$ cat src/rtl/data_producer.sv
`timescale 1ns/1ps
`default_nettype none
// ============================================================================
//  Module      : data_producer
//  Description : Paced Fibonacci / timer value generator feeding a FIFO write
//                port, with buffer_full back-pressure. Optional macro
//                DATA_PRODUCER_WRAP_EN restarts sequences instead of ending.
//  Revision    : 1.0 - initial release
// ============================================================================
module data_producer #(
    parameter int          EMIT_GAP    = 2,
    parameter logic [15:0] TIMER_LIMIT = 16'd59
) (
    input  logic        clk_1,
    input  logic        rst,
    input  logic        start,
    input  logic        stop,
    input  logic        prog,
    input  logic        buffer_full,
    output logic        data_1_en,
    output logic [15:0] data_1,
    output logic        busy,
    output logic        done,
    output logic        overflow
);

    typedef enum logic [1:0] {
        S_IDLE = 2'd0,
        S_RUN  = 2'd1,
        S_HOLD = 2'd2,
        S_DONE = 2'd3
    } state_t;

    localparam logic [7:0] c_gap_reload = 8'(EMIT_GAP - 1);

    state_t      r_state;
    state_t      w_next_state;
    logic        r_mode;
    logic [7:0]  r_gap;
    logic [15:0] r_a;
    logic [16:0] r_b;
    logic        r_fin;
    logic        r_en;
    logic [15:0] r_data;
    logic        r_overflow;
    logic        w_emit;
    logic        w_load;
    logic        w_last;

    // r_a is the value to emit next; r_b is the following Fibonacci term,
    // kept at 17 bits so its carry marks r_a as the final 16-bit term.
    always_comb begin
        w_last = r_mode ? (r_a == TIMER_LIMIT) : r_b[16];
    end

    always_ff @(posedge clk_1 or posedge rst) begin
        if (rst) begin
            r_state <= S_IDLE;
        end else begin
            r_state <= w_next_state;
        end
    end

    // r_fin delays DONE by one cycle so the final pulse never overlaps it.
    always_comb begin
        w_next_state = r_state;
        w_emit       = 1'b0;
        w_load       = 1'b0;
        if (stop) begin
            w_next_state = S_IDLE;
        end else begin
            case (r_state)
                S_IDLE, S_DONE: begin
                    if (start) begin
                        w_next_state = S_RUN;
                        w_load       = 1'b1;
                    end
                end
                S_RUN: begin
                    if (r_fin) begin
                        w_next_state = S_DONE;
                    end else if (r_gap == 8'd0) begin
                        if (!buffer_full) begin
                            w_emit = 1'b1;
                        end else begin
                            w_next_state = S_HOLD;
                        end
                    end
                end
                S_HOLD: begin
                    if (!buffer_full) begin
                        w_emit       = 1'b1;
                        w_next_state = S_RUN;
                    end
                end
                default: w_next_state = S_IDLE;
            endcase
        end
    end

    always_ff @(posedge clk_1 or posedge rst) begin
        if (rst) begin
            r_mode     <= 1'b0;
            r_gap      <= 8'd0;
            r_a        <= 16'd0;
            r_b        <= 17'd0;
            r_fin      <= 1'b0;
            r_en       <= 1'b0;
            r_data     <= 16'h0000;
            r_overflow <= 1'b0;
        end else begin
            r_en <= w_emit;
            if (w_load) begin
                r_mode     <= prog;
                r_a        <= 16'd0;
                r_b        <= 17'd1;
                r_gap      <= 8'd0;
                r_fin      <= 1'b0;
                r_overflow <= 1'b0;
            end else if (stop) begin
                r_overflow <= 1'b0;
            end else if (w_emit) begin
                r_data <= r_a;
                r_gap  <= c_gap_reload;
                if (w_last) begin
                    if (!r_mode) begin
                        r_overflow <= 1'b1;
                    end
`ifdef DATA_PRODUCER_WRAP_EN
                    r_a <= 16'd0;
                    r_b <= 17'd1;
`else
                    r_fin <= 1'b1;
`endif
                end else if (r_mode) begin
                    r_a <= r_a + 16'd1;
                end else begin
                    r_a <= r_b[15:0];
                    r_b <= {1'b0, r_a} + r_b;
                end
            end else if ((r_state == S_RUN) && (r_gap != 8'd0)) begin
                r_gap <= r_gap - 8'd1;
            end
        end
    end

    assign data_1_en = r_en;
    assign data_1    = r_data;
    assign busy      = (r_state == S_RUN) || (r_state == S_HOLD);
    assign done      = (r_state == S_DONE);
    assign overflow  = r_overflow;

endmodule
`default_nettype wire

$ cat config.mk
export PLATFORM = sky130hd
export DESIGN_NAME = data_producer
export DESIGN_NICKNAME = d
export VERILOG_FILES = /design/src/rtl/data_producer.sv
export SDC_FILE = /design/constraint.sdc
export NUM_CORES = 1
export LEC_CHECK = 0
export BUFFER_PORTS_ARGS = -buffer_cell sky130_fd_sc_hd__buf_2
export CAP_MARGIN = 40
export CORE_AREA = 5 5 77 96
export CTS_BUF_LIST = sky130_fd_sc_hd__clkbuf_4 sky130_fd_sc_hd__clkbuf_8 sky130_fd_sc_hd__clkbuf_16
export DETAILED_ROUTE_END_ITERATION = 6
export DIE_AREA = 0 0 82 101
export PLACE_DENSITY = 0.79
export RECOVER_POWER = 50
export SLEW_MARGIN = 20
export SYNTH_ARGS = -nofsm -noshare
export SYNTH_HDL_FRONTEND = slang
export SYNTH_SLANG_ARGS = --single-unit
$ cat constraint.sdc
create_clock -name clk_1 -period 2.8 [get_ports clk_1]
set_clock_uncertainty 0.2 [all_clocks]
set_input_delay 0.42 -clock clk_1 [delete_from_list [all_inputs] [get_ports clk_1]]
set_output_delay 0.42 -clock clk_1 [all_outputs]
set_load 0.02 [all_outputs]
# Yosys cells after proc, flatten, opt, wreduce, memory -nomap -nowiden
# Cells that the tools add are included.
# totals
wordCells	83
output_inout_bits	20
input_bits	6
ff_bits	63
# op_classes
add_sub_neg	3
n_mux	39
n_eq_ne	12
bitwise	2
n_reduce_logical	18
# ops
operator	count
17-bit two-way mux	5
16-bit two-way mux	5
8-bit two-way mux	4
16-bit by 17-bit adder with 17-bit output	1
1-bit two-way mux	17
16-bit by 1-bit adder with 16-bit output (second input constant)	1
16-bit by 6-bit equality test with 1-bit output (second input constant)	1
2-bit two-way mux	6
3-bit AND reduction	4
3-bit nonzero test	3
8-bit zero test	1
4-bit != test (second input constant)	2
4-bit AND reduction	2
8-bit nonzero test	1
8-bit by 1-bit subtractor with 8-bit output (second input constant)	1
3-bit != test (second input constant)	2
2-bit one-hot mux with 3 select lines	1
2-bit equality test (second input constant)	2
2-bit by 1-bit != test with 1-bit output (second input constant)	2
2-bit nonzero test	2
3-bit by 2-bit != test with 1-bit output (second input constant)	1
2-bit by 1-bit equality test with 1-bit output (second input constant)	1
2-bit zero test	1
2-bit != test (second input constant)	1
other kinds (6)	7

# Longest topological paths before layout
# depth
depth_word	8
mapped_depth	10

# Worst setup path before layout
# Ideal clock, no wire load.
# synth_path
path_type	reg2reg
start	register r_a[0]
end	register r_b[10]
path_stages_with_launch	9
path_buffers	0
period_less_slack_ps	2516
required_ps	2479
path_slack_ps	284
arrival_ps	2195
path_cell_list	dfrtp_1 > ha_1 > fa_1 > a21oi_1 > o21ai_0 > o41ai_1 > o21ai_0 > xor2_1 > a22o_1
# synth_via
elab_chain_cells	6
word_cells_on_any_way	10
cone_classes	add/sub: 1; eq/ne: 2; mux: 6; reduce/logical: 1
# synth_rtl
item	line	rtl
from (decl)	40	logic [15:0] r_a;
from (signal assigned)	136	r_a <= r_a + 16'd1;
from (signal assigned)	138	r_a <= r_b[15:0];
16-bit by 17-bit adder with 17-bit output	139	r_b <= {1'b0, r_a} + r_b;
17-bit two-way mux	135	end else if (r_mode) begin
17-bit two-way mux	125	if (w_last) begin
17-bit two-way mux	122	end else if (w_emit) begin
17-bit two-way mux	120	end else if (stop) begin
17-bit two-way mux	113	if (w_load) begin
to (signal assigned)	139	
to (decl)	41	logic [16:0] r_b;
# Parallel ways exist; a longest one is shown, timed or not. The select of a mux whose other input is x is not followed.
# A chain may end at the register's enable or synchronous reset.

# Final worst setup path
# Same ends and word-level chain as after synthesis.

==> impl_results.md <==
* Total global-route track usage at 0.230
* Cell Pwr Density at 782 nW/µm²
* IO buf count at 25
* Remaining DRCs at 0
* Root Driver: clkbuf_8
* Vias post-DR at 3054
* Syn nets at 413
* Total wire length after detailed routing at 8780 µm
* Final hold slack at 80.1 ps
* Share of the clock period used by the worst path after layout at 0.967
* Dominant combinational cell family by area after synthesis: compound AO/OA/AOI/OAI gates
* Placed cell areas at 4060 µm²
* Depth of the most critical reg-to-reg path at 8
* Stage delay of the slowest cell on the critical path at 440 ps
* H-tree depth at 3
* Xor and xnor area share after synthesis at 0.0721
* Most Frequent Cell on Critical Path: o21ai_0
* Max-capacitance violation count at 0
* Slowest CP cell: fa_1
* Global Route met3 Usage at 0.0331
* Clock buffers created by TritonCTS at 9
* Die area at 8280 µm²
* Synth Area in Compound Gates at 0.181
* Maximum vdd drop at 0.314 mV
* Post-Synthesis Cells at 384
* Most instantiated library cell after synthesis: dfrtp_1
* Top cell types by occurrence after synthesis: 63 x dfrtp_1, 37 x nor2_1, 32 x a21oi_1
* Clock slew seen by the registers of the worst setup and hold paths at 80 ps
* Number of buffers between clock root and the deepest sink at 2
* Worst endpoint required time at 2830 ps
* Via count of the first global-routing pass at 2973
* Post-DR vias/cell at 5.93
* Top-level port count at 26
* Sequential cell area in the final layout at 1580 µm²
* Initial core utilization at 0.584
* Antenna Cells at 0
* Worst hold stages at 2
* Final weighted congestion in routability-driven placement at 0.797
* Clock tree from TritonCTS: built
* Number of synthesized register bits at 63
* Count of buffer and inverter cells on the critical path at 0
* Count of cell types in the netlist at 55
* Met1 track demand over resource at 0.294
* CTS Sinks at 63
* Layer with the highest usage: met2
* Post-synthesis async set-or-reset flop share at 1.00
* Sequential area share after synthesis at 0.419
* Max Fclk at 0.369 GHz
* Hold Crit Start: start
* Final Max Slew Viols at 0
* Count of flip-flops with a built-in enable after synthesis at 0
* Max_slew headroom at 0.199
* Core area at 6440 µm²
* Routed WL per cell at 17.1 µm
* HPWL Detailed at 6290 µm
* Arrival time at the worst endpoint at 2740 ps
* Clk Latency, worst-skew pair at 340 ps
* Number of antenna violations at the first check in global routing at 0
* Total global routing overflow at 0
* Number of hold-slack violations in the final timing report at 0
* Prevailing post-synth register cell: dfrtp_1
* Site row count at 33
* Category of the worst setup path capture point: flop
* Vertical die dimension at 101 µm
* Area occupied by multi-input gates at 2070 µm²
* Worst path cell trace: ha_1 -> fa_1 -> a21oi_1 -> o21ai_0 -> o41ai_1 -> o21ai_0 -> xor2_1 -> a22o_1
* First-pass GRT wire length at 14600 µm
* Worst reg2reg startpoint: r_a[0]
* Minimum clock period at 2710 ps
* Outcome: complete, no violations
* Setup-failing EPs final at 0
* CP Class: reg -> reg
* Avg Inst Size Synth at 9.80 µm²
* Worst Hold Endpoint: overflow
* Width of the die at 82 µm
* Classification of the worst-slack hold path: in -> reg
* Met2 demand-to-capacity share in global routing at 0.391
* Layout cell share with drive strength beyond 1 at 0.161
* Count of antenna-violating nets left after detailed routing at 0
* Endpoint of the worst-slack reg-to-reg timing path: r_b[10]
* Area growth from synthesis to layout at 13.6%
* Mux cell area share after synthesis at 0.0535
* Number of DRC violations after detailed-routing iteration 0 at 264
* Largest net degree at the start of global routing at 38
* Kind of cell adding the most delay to the critical path: compound AO/OA/AOI/OAI gates
* Depth of the critical timing path with buffers and inverters included at 8
* Fraction of the mapped netlist area in simple logic gates at 0.163
* Worst reg2reg setup slack at 90 ps
* Final Instance Area at 4280 µm²
* Fill cell total of the finished layout at 513
* Transition time at the pin with the least slew margin at 1200 ps
* Standby leakage power at 1.93 nW
* Cell area after technology mapping at 3760 µm²
* Post-synth top area share at 0.419
* Share of synthesized cell area in full adder, half adder and majority cells at 0.0784
* Yosys warns at 0
* Worst setup SP type: flop
* Worst-path maximum fanout at 3
* Number of detailed-route iterations in the first pass at 5
* Number of nets in the final layout at 452
* Cell type with the highest aggregate area in the netlist: dfrtp_1
* Cell types occupying the most area after synthesis: dfrtp_1 42%, ha_1 7.3%, mux2_2 4.8%
-- worst reg2reg max path, cell delays in order, from the launching register on --
cell	delay, ps
dfrtp_1	390
ha_1	250
fa_1	440
a21oi_1	200
o21ai_0	160
o41ai_1	420
o21ai_0	180
xor2_1	160
a22o_1	200
-- final cells by class --
class,count,share of cell area
multi-input cells,291,0.483
flip-flops and latches,63,0.369
repair buffers,45,0.0597
clock buffers,9,0.0290
well taps,87,0.0254
clock inverters,7,0.0225
inverters,13,0.0114
-- cell families (layout without fill, tap and decap cells) --
family	after synthesis	count (layout)
AO/OA/AOI/OAI	103	103
adder cells (fa/ha/maj)	23	23
XOR/XNOR	31	31
AND/OR/NAND/NOR	116	116
flip-flops	63	63
buffers and inverters	30	74
multiplexers	18	18
-- per-stage QoR --
stage               worst slack [ps]  std cells  setup TNS [ps]  power, mW  utilization
CTS                              132        513               0       3.33        0.666
finish                          91.2        515               0       3.34        0.664
floorplan                        284        384               0       2.11            -
detailed placement               155        496               0       2.43        0.631
global placement                 213        496               0       2.38        0.631
global route                   -8.92        515           -8.92       3.54        0.664
-- flip-flops by register name, indices dropped and copies added, names as in the netlist --
register,count
data_1,16
r_state,2
data_1_en,1
overflow,1
r_fin,1
r_mode,1
r_a,16
r_b,17
r_gap,8
-- power breakdown --
part / internal [mW] / total, mW / switching (mW)
clock: 0.502 / 0.881 / 0.379
combinational: 0.494 / 1.25 / 0.756
sequential: 1.05 / 1.21 / 0.163
-- routing by layer --
metal | share of wire | vias to the layer above | wire [µm]
met4 | 0.020 | 0 | 175
met2 | 0.51 | 75 | 4500
met1 | 0.43 | 1497 | 3760
li1 | - | 1471 | -
met3 | 0.039 | 11 | 344
met5 | 0 | - | 0
-- cell usage in the layout (no fill, tap or decap), types with 4 or more instances in the layout --
master and instances:
xor2_1 18, xnor2_1 13, o21ai_1 7, a211oi_1 4, nand3_1 8, clkbuf_1 18
ha_1 22, nor4_1 4, clkbuf_8 9, o21ai_0 20, a21oi_1 32, buf_4 18
nor3_1 5, buf_2 7, mux2_2 16, nor2_1 37, nand4_1 6, nand2_1 30
inv_1 13, a22o_1 19, dfrtp_1 63
-- what timing repair did --
action,4_1_cts,5_1_grt
endpoints found under the hold margin,24,0
endpoints found under the setup margin,0,3
gates resized for setup,0,1
hold buffers,1,0
buffers inserted,0,2
-- how the worst max path moves through the flow --
stage / to / slack (ps) / from
finish: r_b[10] / 90 / r_a[0]
global route: r_a[15] / -9 / r_state[0]
CTS: r_b[10] / 130 / r_a[0]
detailed placement: r_b[10] / 150 / r_a[0]
global placement: r_b[10] / 210 / r_b[0]
floorplan: r_b[10] / 280 / r_a[0]
Power figures use the tool's default switching activity.
